===== config.mk =====
export PLATFORM = sky130hd
export DESIGN_NAME = bash_line_buffer
export DESIGN_NICKNAME = d
export VERILOG_FILES = /design/src/rtl/bash_line_buffer.sv
export SDC_FILE = /design/constraint.sdc
export NUM_CORES = 1
export LEC_CHECK = 0
export ABC_AREA = 1
export BUFFER_PORTS_ARGS = -buffer_cell sky130_fd_sc_hd__buf_4
export CAP_MARGIN = 20
export CORE_ASPECT_RATIO = 1.4
export CORE_UTILIZATION = 64
export DETAILED_ROUTE_END_ITERATION = 12
export HOLD_SLACK_MARGIN = 0.08
export PLACE_DENSITY_LB_ADDON = 0.25
export SYNTH_ARGS = -nofsm -noshare
export SYNTH_HDL_FRONTEND = slang
export SYNTH_SLANG_ARGS = --single-unit
export TNS_END_PERCENT = 10

===== constraint.sdc =====
create_clock -name clk -period 5.38 [get_ports clk]
set_input_delay 1.076 -clock clk [delete_from_list [all_inputs] [get_ports clk]]
set_output_delay 1.076 -clock clk [all_outputs]
set_load 0.02 [all_outputs]

===== src/rtl/bash_line_buffer.sv =====
// rtl/bash_line_buffer.sv - keyboard line editor: collects printable keys with backspace,
// then presents the committed line to a byte-at-a-time consumer.
module bash_line_buffer #(
  parameter int MAX_LEN = 32
) (
  input  logic       clk,
  input  logic       rst_n,
  input  logic       key_valid,
  input  logic [7:0] key_ascii,
  output logic       out_newASCII_ready,
  output logic [5:0] out_lineLen,
  output logic [7:0] lineOut,
  input  logic       lineOut_nextASCII,
  output logic       echo_valid,
  output logic [7:0] echo_ascii,
  output logic       key_dropped
);

  typedef enum logic {EDIT, SEND} state_t;

  localparam logic [5:0] MAX_LEN_C = 6'(MAX_LEN);

  state_t     state_q, state_d;
  logic [5:0] len_q, len_d;
  logic [5:0] idx_q, idx_d;
  logic [5:0] line_len_q, line_len_d;
  logic       ready_q, ready_d;
  logic       echo_valid_q, echo_valid_d;
  logic [7:0] echo_ascii_q, echo_ascii_d;
  logic       key_dropped_q, key_dropped_d;

  logic [7:0] line_mem [32];
  logic       mem_we;
  logic       printable;

  assign printable = (key_ascii >= 8'h20) && (key_ascii <= 8'h7E);

  always_comb begin
    state_d       = state_q;
    len_d         = len_q;
    idx_d         = idx_q;
    line_len_d    = line_len_q;
    ready_d       = ready_q;
    echo_valid_d  = 1'b0;
    echo_ascii_d  = echo_ascii_q;
    key_dropped_d = 1'b0;
    mem_we        = 1'b0;
    case (state_q)
      EDIT: begin
        if (key_valid) begin
          if (printable) begin
            if (len_q < MAX_LEN_C) begin
              mem_we       = 1'b1;
              len_d        = len_q + 6'd1;
              echo_valid_d = 1'b1;
              echo_ascii_d = key_ascii;
            end else begin
              key_dropped_d = 1'b1;
            end
          end else if (key_ascii == 8'h08) begin
            if (len_q != 6'd0) begin
              len_d        = len_q - 6'd1;
              echo_valid_d = 1'b1;
              echo_ascii_d = 8'h08;
            end
          end else if (key_ascii == 8'h0D) begin
            line_len_d = len_q;
            idx_d      = 6'd0;
            state_d    = SEND;
            ready_d    = 1'b1;
          end
        end
      end
      SEND: begin
        key_dropped_d = key_valid;
        // The terminator cycle (idx at length) is shown once, then the line is released.
        if (idx_q >= line_len_q) begin
          state_d = EDIT;
          len_d   = 6'd0;
          idx_d   = 6'd0;
          ready_d = 1'b0;
        end else if (lineOut_nextASCII) begin
          idx_d = idx_q + 6'd1;
        end
      end
      default: state_d = EDIT;
    endcase
  end

  always_ff @(posedge clk or negedge rst_n) begin
    if (!rst_n) begin
      state_q       <= EDIT;
      len_q         <= 6'd0;
      idx_q         <= 6'd0;
      line_len_q    <= 6'd0;
      ready_q       <= 1'b0;
      echo_valid_q  <= 1'b0;
      echo_ascii_q  <= 8'h00;
      key_dropped_q <= 1'b0;
    end else begin
      state_q       <= state_d;
      len_q         <= len_d;
      idx_q         <= idx_d;
      line_len_q    <= line_len_d;
      ready_q       <= ready_d;
      echo_valid_q  <= echo_valid_d;
      echo_ascii_q  <= echo_ascii_d;
      key_dropped_q <= key_dropped_d;
    end
  end

  always_ff @(posedge clk) begin
    if (mem_we) line_mem[len_q[4:0]] <= key_ascii;
  end

  assign lineOut = (state_q == SEND && idx_q < line_len_q) ? line_mem[idx_q[4:0]] : 8'h00;

  assign out_newASCII_ready = ready_q;
  assign out_lineLen        = line_len_q;
  assign echo_valid         = echo_valid_q;
  assign echo_ascii         = echo_ascii_q;
  assign key_dropped        = key_dropped_q;

endmodule

==> Implementation_results.wiki, run 1 <==
{| class="wikitable"
! Metric !! Value
|-
| Synthesis-stage register bit count || 286
|-
| Leak || 5.28 nW
|-
| Share of layout cells above drive strength 1 || 0.0739
|-
| Core area || 18800 sq um
|-
| Worst-case reg-to-reg path depth || 6
|-
| Residual antenna-violating net count after detailed routing || 0
|-
| Final setup viols || 0
|-
| Kind of cell adding the most delay to the critical path || buffers and inverters
|-
| Pin slew with the least headroom to its limit || 897 ps
|-
| Final cycle utilization of the critical path || 0.815
|-
| Slew Viols, Final || 0
|-
| Share of the synthesized area in the top cell type || 0.621
|-
| Critical Path End Type || output pin
|-
| Global-route wire length before repair || 44000 microns
|-
| Die H || 167 microns
|-
| Count of endpoints failing hold in the final timing report || 0
|-
| Total number of vias || 8444
|-
| CTS Hold Bufs || 0
|-
| DRC violation count after routing || 0
|-
| Post-cts resize count || 0
|-
| Clock Skews || 14.3 ps
|-
| Worst setup path start || idx_q[0]
|-
| Largest area contributor in the netlist || edfxtp_1
|-
| Area of placed instances || 12700 sq um
|-
| Detailed-router iteration count before antenna repair || 6
|-
| H-tree Lvls || 1
|-
| Gp weighted congestion || 0.946
|-
| Initial cell density of the core || 0.661
|-
| Reg2Reg Capture Point || line_mem[29][3]
|-
| Cell at the root of the clock tree || clkbuf_16
|-
| Buffers plus inverters on the worst setup path || 4
|-
| Category of the critical setup timing path || flop to output pin
|-
| Final Cell Area || 13500 sq um
|-
| Slowest cell on the critical path || dfrtp_4
|-
| Most common cell on crit path || nand2_1
|-
| Maximum single-stage delay on the critical path || 740 ps
|-
| Max-Cap Viols || 0
|-
| Mean routed wirelength per cell || 19.8 microns
|-
| Fill cell instance count of the final layout || 1329
|-
| Hold Path Class || input port to asynchronous set/reset pin
|-
| Launching element type of the critical path || flop
|-
| CTS max path bufs || 3
|-
| I/O Buffers || 36
|-
| Number of buffers created by CTS || 25
|-
| Number of vias per cell || 5.83
|-
| Total number of placement rows || 59
|-
| Starting DRT DRC Count || 1126
|-
| IR drop worst, VDD || 0.000357 V
|-
| Main area contributors after synthesis || edfxtp_1 62%, nand2_1 13%, nand3_1 7.7%
|-
| Vias in the first global route || 8293
|-
| Required @ worst endpoint || 4300 ps
|-
| Die Outline Area || 19900 sq um
|-
| Worst endpoint data arrival time || 3310 ps
|-
| Synth warnings || 0
|-
| Antenna diodes || 0
|-
| Power density of the placed cells || 438 nW/um^2
|-
| Min Clock Period, post-route || 4390 ps
|-
| Top-Level Pins || 37
|-
| Instance count of the mapped netlist || 1171
|-
| Clock slew at the register clock pins of the worst setup and hold paths || 60 ps
|-
| Grt ovf || 0
|-
| Reg-to-reg critical path startpoint || len_q[5]
|-
| Synthesized area || 12400 sq um
|-
| Outcome || complete, no violations
|-
| CTS tree || built
|-
| Post-DP HPWL || 17300 microns
|-
| All-layer global routing usage || 0.295
|-
| Total negative slack for setup checks || 0 ps
|-
| Worst slew margin relative to its limit || 0.402
|-
| DIE WIDTH || 120 microns
|-
| Pin count of the biggest net entering global routing || 71
|-
| RSZ-0062 raised after global routing || false
|-
| Count of unique library cells instantiated by Yosys || 30
|-
| Internal reg-to-reg setup slack || 2760 ps
|-
| Wirelength, routed || 28700 microns
|-
| Fraction of the yosys area taken by sequential cells || 0.681
|-
| Post-synthesis net count || 1197
|-
| Setup Buffers After CTS || 0
|-
| Fmax || 228 MHz
|-
| Critical path peak fanout || 70
|-
| Initial antenna violation count || 0
|-
| Post-Synthesis Mean Instance Area || 10.6 sq um
|-
| Sink count of the clock tree || 286
|-
| Number of nets in the final layout || 1214
|-
| P&R area growth vs syn || 8.75%
|-
| Ordered cell list for the critical path || clkinv_2, buf_4, nand2_1, nand3_1, nand2_1, nand2_1, nand2_1, inv_1, nand2_1, nand2_1, nand2_1, nor2_1, buf_4
|-
| Worst-Skew Late Latency || 530 ps
|}
==> state kept, by name (all words and copies together) (netlist names) <==
register / count
echo_ascii: 8
echo_valid: 1
idx_q: 6
key_dropped: 1
len_q: 6
line_mem: 256
out_lineLen: 6
out_newASCII_ready: 1
state_q: 1
==> cells by family (layout without fill, tap and decap cells) <==
kind of cell,count (synthesis),count (layout),share of synthesized area
AOI/OAI and AO/OA,41,41,0.0171
and+or+nand+nor,712,712,0.239
buffers and inverters,112,145,0.0441
adders and majority gates,14,14,0.0147
DFF,286,286,0.681
xor gates and xnor gates,6,6,0.00424
==> power by group <==
group / switching [mW] / internal (mW)
clock network: 0.736 / 0.988
logic: 1.05 / 0.459
registers: 0.156 / 2.51
total: 1.94 / 3.96
==> cells in the mapped netlist, drive strengths merged <==
| library cell | n |
|---|---|
| a21oi | 13 |
| a31oi | 1 |
| buf | 47 |
| clkbuf | 5 |
| clkinv | 2 |
| dfrtp | 30 |
| edfxtp | 256 |
| fa | 1 |
| ha | 13 |
| inv | 58 |
| nand2 | 431 |
| nand3 | 194 |
| nand3b | 1 |
| nand4 | 2 |
| nor2 | 82 |
| nor3 | 2 |
| o211ai | 1 |
| o21ai | 25 |
| o21bai | 1 |
| xnor2 | 1 |
| xor2 | 5 |
==> routing by layer <==
layer / part of all wire / up-vias / global-route usage
met5: 0 / - / 0
met4: 0.042 / 0 / 0.138
met3: 0.077 / 95 / 0.0295
met2: 0.50 / 426 / 0.500
met1: 0.38 / 3934 / 0.383
li1: - / 3989 / -
==> worst max-delay path by stage <==
stage                                  to  slack, ps  cells past startpoint
after floorplan           line_mem[10][0]       2380                      9
after global placement    line_mem[21][2]       1170                     10
after detailed placement  line_mem[29][2]       1030                     10
after CTS                      lineOut[3]       1040                     13
after global routing           lineOut[4]        820                     13
final                          lineOut[3]        990                     13
==> placed cells by master, fill, tap and decap left out, drive strengths merged, types with 2 or more instances in the layout <==
cell type and instances:
bufinv 3, nor3 2, xor2 5, a21oi 13
ha 13, nand2 431, clkinv 15, clkbuf 28
nand3 194, nor2 82, dfrtp 30, inv 57
edfxtp 256, buf 42, o21ai 25, nand4 2
==> worst reg2reg max path, stage by stage (launching register included) <==
cell and delay, ps:
dfrtp_1 410, inv_1 120, ha_1 150, nand2_1 50, nor2_1 180, nand3_1 580
nor2_1 760
==> metrics by stage <==
stage          utilization  hold WS (ps)  power, mW  instances  setup slack (ps)
6_report             0.718           482       5.90       1448               995
5_1_grt              0.718           507       6.17       1448               816
4_1_cts              0.718           484       5.90       1448              1040
3_5_place_dp         0.677           469       4.19       1405              1030
3_3_place_gp         0.677           469       4.16       1405              1170
2_1_floorplan            -           481       3.78       1171              2380
==> area by class of cell <==
type,count,area [sq um],area share
clock buffers,28,637,0.0473
clock inverters,15,141,0.0105
inverters,60,226,0.0168
multi-input cells,773,3400,0.253
flip-flops and latches,286,8440,0.627
well taps,244,305,0.0227
repair buffers,42,315,0.0234
Note: power is estimated with default switching activity, not from simulation.
==> run 2, diff against run 1 <==
--- a/config.mk
+++ b/config.mk
@@ -5,11 +5,11 @@
 export SDC_FILE = /design/constraint.sdc
 export NUM_CORES = 1
 export LEC_CHECK = 0
-export ABC_AREA = 1
+export ABC_AREA = 0
 export BUFFER_PORTS_ARGS = -buffer_cell sky130_fd_sc_hd__buf_4
 export CAP_MARGIN = 20
 export CORE_ASPECT_RATIO = 1.4
-export CORE_UTILIZATION = 64
+export CORE_UTILIZATION = 62
 export DETAILED_ROUTE_END_ITERATION = 12
 export HOLD_SLACK_MARGIN = 0.08
 export PLACE_DENSITY_LB_ADDON = 0.25
==> constraint.sdc (replaced) <==
create_clock -name clk -period 4.47 [get_ports clk]
set_input_delay 0.894 -clock clk [delete_from_list [all_inputs] [get_ports clk]]
set_output_delay 0.894 -clock clk [all_outputs]
set_load 0.02 [all_outputs]
==> Implementation_results.wiki, run 2 <==
{| class="wikitable"
! Metric !! Value
|-
| Outcome || complete, no violations
|-
| Synthesis-stage register bit count || 286 (unchanged)
|-
| Instance count of the mapped netlist || 638 (-46%)
|-
| Wirelength, routed || 25000 microns (-13%)
|-
| Synthesized area || 11600 sq um (-6.1%)
|-
| # placed instances || 900 (-36%)
|-
| Share of synthesized registers carrying an async set or reset || 0.105 (unchanged)
|-
| Launching element type of the critical path || flop
|-
| Post-Synthesis Mean Instance Area || 18.2 sq um (+72%)
|-
| Detailed-router iteration count before antenna repair || 5 (-1)
|-
| Number of vias per cell || 6.57 (+13%)
|-
| Worst-Skew Late Latency || 520 ps (about the same)
|-
| Clock slew at the register clock pins of the worst setup and hold paths || 70 ps (about the same)
|-
| Power, Total || 5.89 mW (-0.13%)
|-
| Ordered cell list for the critical path || ha_1, a211o_1, a211oi_2, o21a_1, nor2b_1, a22o_1, buf_4
|-
| Most common cell in the netlist || edfxtp_1
|-
| Sw Pwr || 1.39 mW (-28%)
|-
| Grt ovf || 0 (unchanged)
|-
| Worst-case setup margin in the final layout || 329 ps (-666 ps)
|-
| Clock Skews || 7.19 ps (-7.06 ps)
|-
| Cell at the root of the clock tree || clkbuf_16
|-
| CTS Hold Bufs || 0 (unchanged)
|-
| Die H || 164 microns (-1.6%)
|-
| Synth warnings || 0 (unchanged)
|-
| Logic gate share of total power || 0.102 (-0.153)
|-
| Vias in the first global route || 6400 (-23%)
|-
| Min Clock Period, post-route || 4140 ps
|-
| Number of nets in the final layout || 712 (-41%)
|-
| Fmax || 241 MHz
|-
| Number of buffers created by CTS || 24 (-4.0%)
|-
| Pin slew with the least headroom to its limit || 963 ps (+65.7 ps)
|-
| DIE WIDTH || 118 microns (-1.5%)
|-
| RSZ-0062 raised after global routing || false
|-
| Power share of the clock group || 0.367 (+0.075)
|-
| Count of unique library cells instantiated by Yosys || 55 (+83%)
|-
| Cell-internal power || 4.50 mW (+14%)
|-
| H-tree Lvls || 1 (unchanged)
|-
| Share of the synthesized area in the top cell type || 0.661 (+0.0406)
|-
| Final setup viols || 0 (unchanged)
|-
| Initial antenna violation count || 0 (unchanged)
|-
| DRC violation count after routing || 0 (unchanged)
|-
| Final instance count without filler cells || 943 (-35%)
|-
| Synth cell count leaders || 256 x edfxtp_1, 61 x mux4_2, 54 x nor2_1
|-
| Initial cell density of the core || 0.641 (-0.0198)
|-
| Post-cts resize count || 0 (unchanged)
|-
| Proportion of power drawn by flip-flops and latches || 0.531 (+0.078)
|-
| Category of the critical setup timing path || flop to output pin
|-
| Fraction of the yosys area taken by sequential cells || 0.726 (+0.0446)
|-
| Post-synthesis net count || 664 (-45%)
|-
| CTS tree || built
|-
| Setup Buffers After CTS || 0 (unchanged)
|-
| Number of flops mapped to enable cells by yosys || 256 (unchanged)
|-
| Gp weighted congestion || 0.855 (-9.6%)
|-
| Internal reg-to-reg setup slack || 1940 ps (-820 ps)
|-
| Antenna diodes || 0 (unchanged)
|-
| Final core occ || 0.716 (-0.00233)
|-
| Most frequent cells in the layout || 256 x edfxtp_1, 61 x mux4_2, 54 x nor2_1
|-
| Maximum single-stage delay on the critical path || 650 ps (-90 ps)
|-
| Residual antenna-violating net count after detailed routing || 0 (unchanged)
|-
| Placement Setup Slack || 839 ps (-192 ps)
|-
| Starting DRT DRC Count || 700 (-38%)
|-
| Final cycle utilization of the critical path || 0.926
|-
| Slew Viols, Final || 0 (unchanged)
|-
| Reg-to-reg critical path startpoint || state_q
|-
| Switching part of the total || 0.236 (-0.0929)
|-
| Reg2Reg Capture Point || line_mem[0][0]
|-
| Leak || 4.30 nW (-19%)
|-
| Hold Path Class || input port to asynchronous set/reset pin
|-
| Largest register FFs || 256 (unchanged)
|-
| All-layer global routing usage || 0.269 (-0.0256)
|-
| Mean routed wirelength per cell || 26.5 microns (+34%)
|-
| IR drop worst, VDD || 0.000398 V (+11%)
|-
| Total negative slack for setup checks || 0 ps (unchanged)
|-
| Worst slew margin relative to its limit || 0.356 (-0.0462)
|-
| Main area contributors after synthesis || edfxtp_1 66%, mux4_2 12%, dfrtp_1 6.5%
|-
| Worst-case reg-to-reg path depth || 4 (-2)
|-
| Total number of placement rows || 58 (-1.7%)
|-
| Slowest cell on the critical path || dfrtp_1
|-
| Required @ worst endpoint || 3580 ps (-720 ps)
|-
| Max-Cap Viols || 0 (unchanged)
|-
| Worst endpoint data arrival time || 3250 ps (-60 ps)
|-
| Largest area contributor in the netlist || edfxtp_1
|-
| Power density of the placed cells || 453 nW/um^2 (+3.5%)
|-
| Total number of vias || 6197 (-27%)
|-
| Most frequent standard cell in the layout excluding fill and tap cells || edfxtp_1
|-
| Count of endpoints failing hold in the final timing report || 0 (unchanged)
|-
| Sink count of the clock tree || 286 (unchanged)
|-
| Die Outline Area || 19300 sq um (-3.1%)
|-
| CTS max path bufs || 3 (unchanged)
|-
| Critical path peak fanout || 14 (-80%)
|-
| I/O Buffers || 36 (unchanged)
|-
| Share of layout cells above drive strength 1 || 0.240 (+0.166)
|-
| Pin count of the biggest net entering global routing || 41 (-42%)
|-
| Global-route wire length before repair || 38000 microns (-14%)
|-
| Top-Level Pins || 37 (unchanged)
|-
| P&R area growth vs syn || 11.7%
|-
| Core area || 18100 sq um (-3.2%)
|-
| Post-DP HPWL || 15800 microns (-8.7%)
|-
| Most frequently used flop master after synthesis || edfxtp_1
|-
| Critical Path End Type || output pin
|}
==> run 2: cell types whose count changed after synthesis, moves of 7 or more <==
cell      delta
o21ai_0     -13
mux4_2      +61
a22o_1      +11
nand3_1    -186
clkbuf_1     +7
o22ai_1     +26
buf_2       -19
nand2_1    -403
mux2i_1      +7
nor2_1      -26
inv_1       -37
==> run 2: per-layer routing <==
layer | share of wire | wire, microns | vias to the layer above | track usage
met3 | 0.070 | 1760 | 55 | 0.0288
met4 | 0.037 | 930 | 0 | 0.112
li1 | - | - | 2658 | -
met2 | 0.51 | 12900 | 304 | 0.470
met5 | 0 | 0 | - | 0
met1 | 0.38 | 9430 | 3180 | 0.349
==> run 2: worst max path at each step <==
| stage | from | to | slack, ps | depth (start not counted) |
|---|---|---|---|---|
| 6_report | idx_q[3] | lineOut[6] | 330 | 7 |
| 5_1_grt | idx_q[3] | lineOut[1] | 190 | 7 |
| 4_1_cts | idx_q[3] | lineOut[6] | 390 | 7 |
| 3_5_place_dp | key_ascii[6] | line_mem[26][2] | 840 | 7 |
| 3_3_place_gp | key_ascii[6] | line_mem[6][7] | 940 | 7 |
| 2_1_floorplan | out_lineLen[3] | lineOut[0] | 1460 | 8 |
==> run 2: power by group through the flow <==
stage	Combinational (mW)	Clock, mW	Sequential, mW
floorplan	0.402	0	3.13
detailed placement	0.604	0	3.18
finish	0.604	2.16	3.13
global route	0.654	2.27	3.13
global placement	0.582	0	3.17
CTS	0.607	2.18	3.12
==> run 2: worst max-delay path: cells and delay by family, from the launching register on <==
family / cells / cell delay [ps]
adder cells (fa/ha/maj): 1 / 350
AND/OR/NAND/NOR: 1 / 430
flip-flops: 1 / 650
AO/OA/AOI/OAI: 4 / 1140
buffers and inverters: 1 / 150
==> run 2: area by class of cell <==
type | count | area [sq um]
clock buffers | 34 | 733
clock inverters | 9 | 93.8
fillers | 1117 | 5150
inverters | 18 | 67.6
multi-input cells | 305 | 2960
flip-flops and latches | 286 | 8440
well taps | 240 | 300
repair buffers | 51 | 395
==> run 2: cells by family after synthesis <==
logic type                 Yosys count  synth area share
DFF                                286             0.726
and+or+nand+nor                    118            0.0478
AOI/OAI and AO/OA                   96            0.0583
muxes                               73             0.130
buffers and inverters               47            0.0198
adders and majority gates           14            0.0157
xor gates and xnor gates             4           0.00301
==> run 2: stage by stage <==
stage                     instance area, sq um  hold WS, ps
after floorplan                          11600          502
after global placement                   12200          472
after detailed placement                 12200          476
after CTS                                13000          304
after global routing                     13000          317
final                                    13000          295
==> run 3, diff against run 2 <==
==> constraint.sdc (replaced) <==
create_clock -name clk -period 4.7 [get_ports clk]
set_input_delay 0.94 -clock clk [delete_from_list [all_inputs] [get_ports clk]]
set_output_delay 0.94 -clock clk [all_outputs]
set_load 0.02 [all_outputs]
==> Implementation_results.wiki, run 3 (same netlist as run 2, synthesis figures left out) <==
{| class="wikitable"
! Metric !! Value
|-
| Outcome || complete, no violations
|-
| Total negative slack for setup checks || 0 ps (unchanged)
|-
| Top-Level Pins || 37 (unchanged)
|-
| Initial antenna violation count || 0 (unchanged)
|-
| Slew Viols, Final || 0 (unchanged)
|-
| Proportion of power drawn by flip-flops and latches || 0.543 (+0.012)
|-
| Die H || 164 microns (unchanged)
|-
| Die Outline Area || 19300 sq um (unchanged)
|-
| Power share of the clock group || 0.350 (-0.017)
|-
| Initial cell density of the core || 0.641 (unchanged)
|-
| Vias in the first global route || 6402 (+0.031%)
|-
| Storage element area || 8440 sq um (unchanged)
|-
| RSZ-0062 raised after global routing || false
|-
| Number of buffers created by CTS || 24 (unchanged)
|-
| Worst-case setup margin in the final layout || 627 ps (+298 ps)
|-
| Worst endpoint data arrival time || 3130 ps (-120 ps)
|-
| Sw Pwr || 1.31 mW (-5.8%)
|-
| Critical path peak fanout || 14 (unchanged)
|-
| Category of the critical setup timing path || flop to output pin
|-
| Global-route wire length before repair || 39000 microns (+2.8%)
|-
| Fill cell instance count of the final layout || 1111 (-0.54%)
|-
| Wirelength, routed || 25400 microns (+1.6%)
|-
| Count of endpoints failing hold in the final timing report || 0 (unchanged)
|-
| Leak || 4.21 nW (-2.2%)
|-
| Number of vias per cell || 6.59 (+0.30%)
|-
| Cell at the root of the clock tree || clkbuf_16
|-
| Clock Skews || 11.9 ps (+4.68 ps)
|-
| Switching part of the total || 0.239 (+0.00322)
|-
| Pin slew with the least headroom to its limit || 772 ps (-191 ps)
|-
| Clock slew at the register clock pins of the worst setup and hold paths || 60 ps (about the same)
|-
| IR drop worst, VDD || 0.000375 V (-5.8%)
|-
| Worst-Skew Late Latency || 510 ps (about the same)
|-
| Logic gate share of total power || 0.107 (+0.005)
|-
| Pin count of the biggest net entering global routing || 41 (unchanged)
|-
| Multi-input logic area || 2960 sq um (unchanged)
|-
| Sink count of the clock tree || 286 (unchanged)
|-
| Final cycle utilization of the critical path || 0.867
|-
| Residual antenna-violating net count after detailed routing || 0 (unchanged)
|-
| Starting DRT DRC Count || 606 (-13%)
|-
| P&R area growth vs syn || 10.4%
|-
| Gp weighted congestion || 0.857 (+0.23%)
|-
| Area of placed instances || 12100 sq um (-0.62%)
|-
| Total number of placement rows || 58 (unchanged)
|-
| Final Cell Area || 12800 sq um (-1.2%)
|-
| Required @ worst endpoint || 3760 ps (+180 ps)
|-
| Total number of vias || 6143 (-0.87%)
|-
| Share of layout cells above drive strength 1 || 0.225 (-0.0150)
|-
| Launching element type of the critical path || flop
|-
| DIE WIDTH || 118 microns (unchanged)
|-
| CTS Hold Bufs || 0 (unchanged)
|-
| Post-DP HPWL || 15900 microns (+0.77%)
|-
| Placement Setup Slack || 910 ps (+70.8 ps)
|-
| Final setup viols || 0 (unchanged)
|-
| Post-cts resize count || 0 (unchanged)
|-
| Max-Cap Viols || 0 (unchanged)
|-
| Power, Total || 5.47 mW (-7.1%)
|-
| Hold Path Class || input port to asynchronous set/reset pin
|-
| DRC violation count after routing || 0 (unchanged)
|-
| CTS max path bufs || 3 (unchanged)
|-
| I/O Buffers || 36 (unchanged)
|-
| All-layer global routing usage || 0.277 (+0.00779)
|-
| Grt ovf || 0 (unchanged)
|-
| CTS tree || built
|-
| Worst slew margin relative to its limit || 0.484 (+0.128)
|-
| Detailed-router iteration count before antenna repair || 7 (+2)
|-
| Mean routed wirelength per cell || 27.2 microns (+2.8%)
|-
| Power density of the placed cells || 426 nW/um^2 (-6.0%)
|-
| Critical Path End Type || output pin
|-
| Fmax || 246 MHz
|-
| Final core occ || 0.708 (-0.00828)
|-
| Number of nets in the final layout || 702 (-1.4%)
|-
| Most frequent standard cell in the layout excluding fill and tap cells || edfxtp_1
|-
| Min Clock Period, post-route || 4070 ps
|-
| Internal reg-to-reg setup slack || 2160 ps (+220 ps)
|-
| Setup Buffers After CTS || 0 (unchanged)
|-
| Core area || 18100 sq um (unchanged)
|-
| Antenna diodes || 0 (unchanged)
|-
| H-tree Lvls || 1 (unchanged)
|-
| Cell-internal power || 4.17 mW (-7.5%)
|-
| Largest register FFs || 256 (unchanged)
|-
| Most frequent cells in the layout || 256 x edfxtp_1, 61 x mux4_2, 54 x nor2_1
|}
[run 3: cell count changes in the layout (fill, tap and decap cells not counted)]
cell       delta
buf_4        -10
clkbuf_16     -3
clkbuf_1      +2
clkinv_2      +2
inv_4         -2
clkbuf_8      -1
clkinv_4      +1
[run 3: final timing paths]
check | from | end | cells after the start
min in group clk | echo_ascii[5] | echo_ascii[5] | 2
min | rst_n | echo_ascii[4] | 1
max reg2reg | idx_q[0] | len_q[0] | 7
max in group asynchronous | rst_n | idx_q[0] | 1
min reg2reg | echo_ascii[5] | echo_ascii[5] | 2
max | idx_q[3] | lineOut[6] | 7
[run 3: power groups by stage]
stage	sequential, mW	clock [mW]	combinational (mW)
after global placement	3.02	0	0.561
after global routing	2.98	2.04	0.627
after detailed placement	3.02	0	0.577
after floorplan	2.98	0	0.383
after CTS	2.97	1.93	0.582
final	2.97	1.92	0.584
[run 3: metrics by stage]
step / cells / hold WS [ps]
global placement: 890 / 472
floorplan: 638 / 502
global route: 932 / 372
detailed placement: 890 / 468
finish: 932 / 353
CTS: 932 / 348
[run 3: critical path: stages (launching register included)]
cell and delay (ps):
dfrtp_1 660, ha_1 340, a211o_1 270, a211oi_2 270
o21a_1 310, nor2b_1 410, a22o_1 220, buf_4 140
[run 3: per-layer routing]
layer	routed length, microns	global-route usage	up-vias	share of wire
met3	1890	0.0319	60	0.074
met1	9510	0.366	3110	0.37
met5	0	0	-	0
met4	987	0.110	0	0.039
met2	13000	0.476	341	0.51
li1	-	-	2632	-
[run 3: cell type report]
| class | count | area share |
|---|---|---|
| inverter | 18 | 0.00526 |
| multi-input combinational | 305 | 0.230 |
| clock inverter | 10 | 0.00779 |
| clock buffer | 32 | 0.0508 |
| timing repair buffer | 41 | 0.0249 |
| tap | 240 | 0.0234 |
| sequential | 286 | 0.657 |
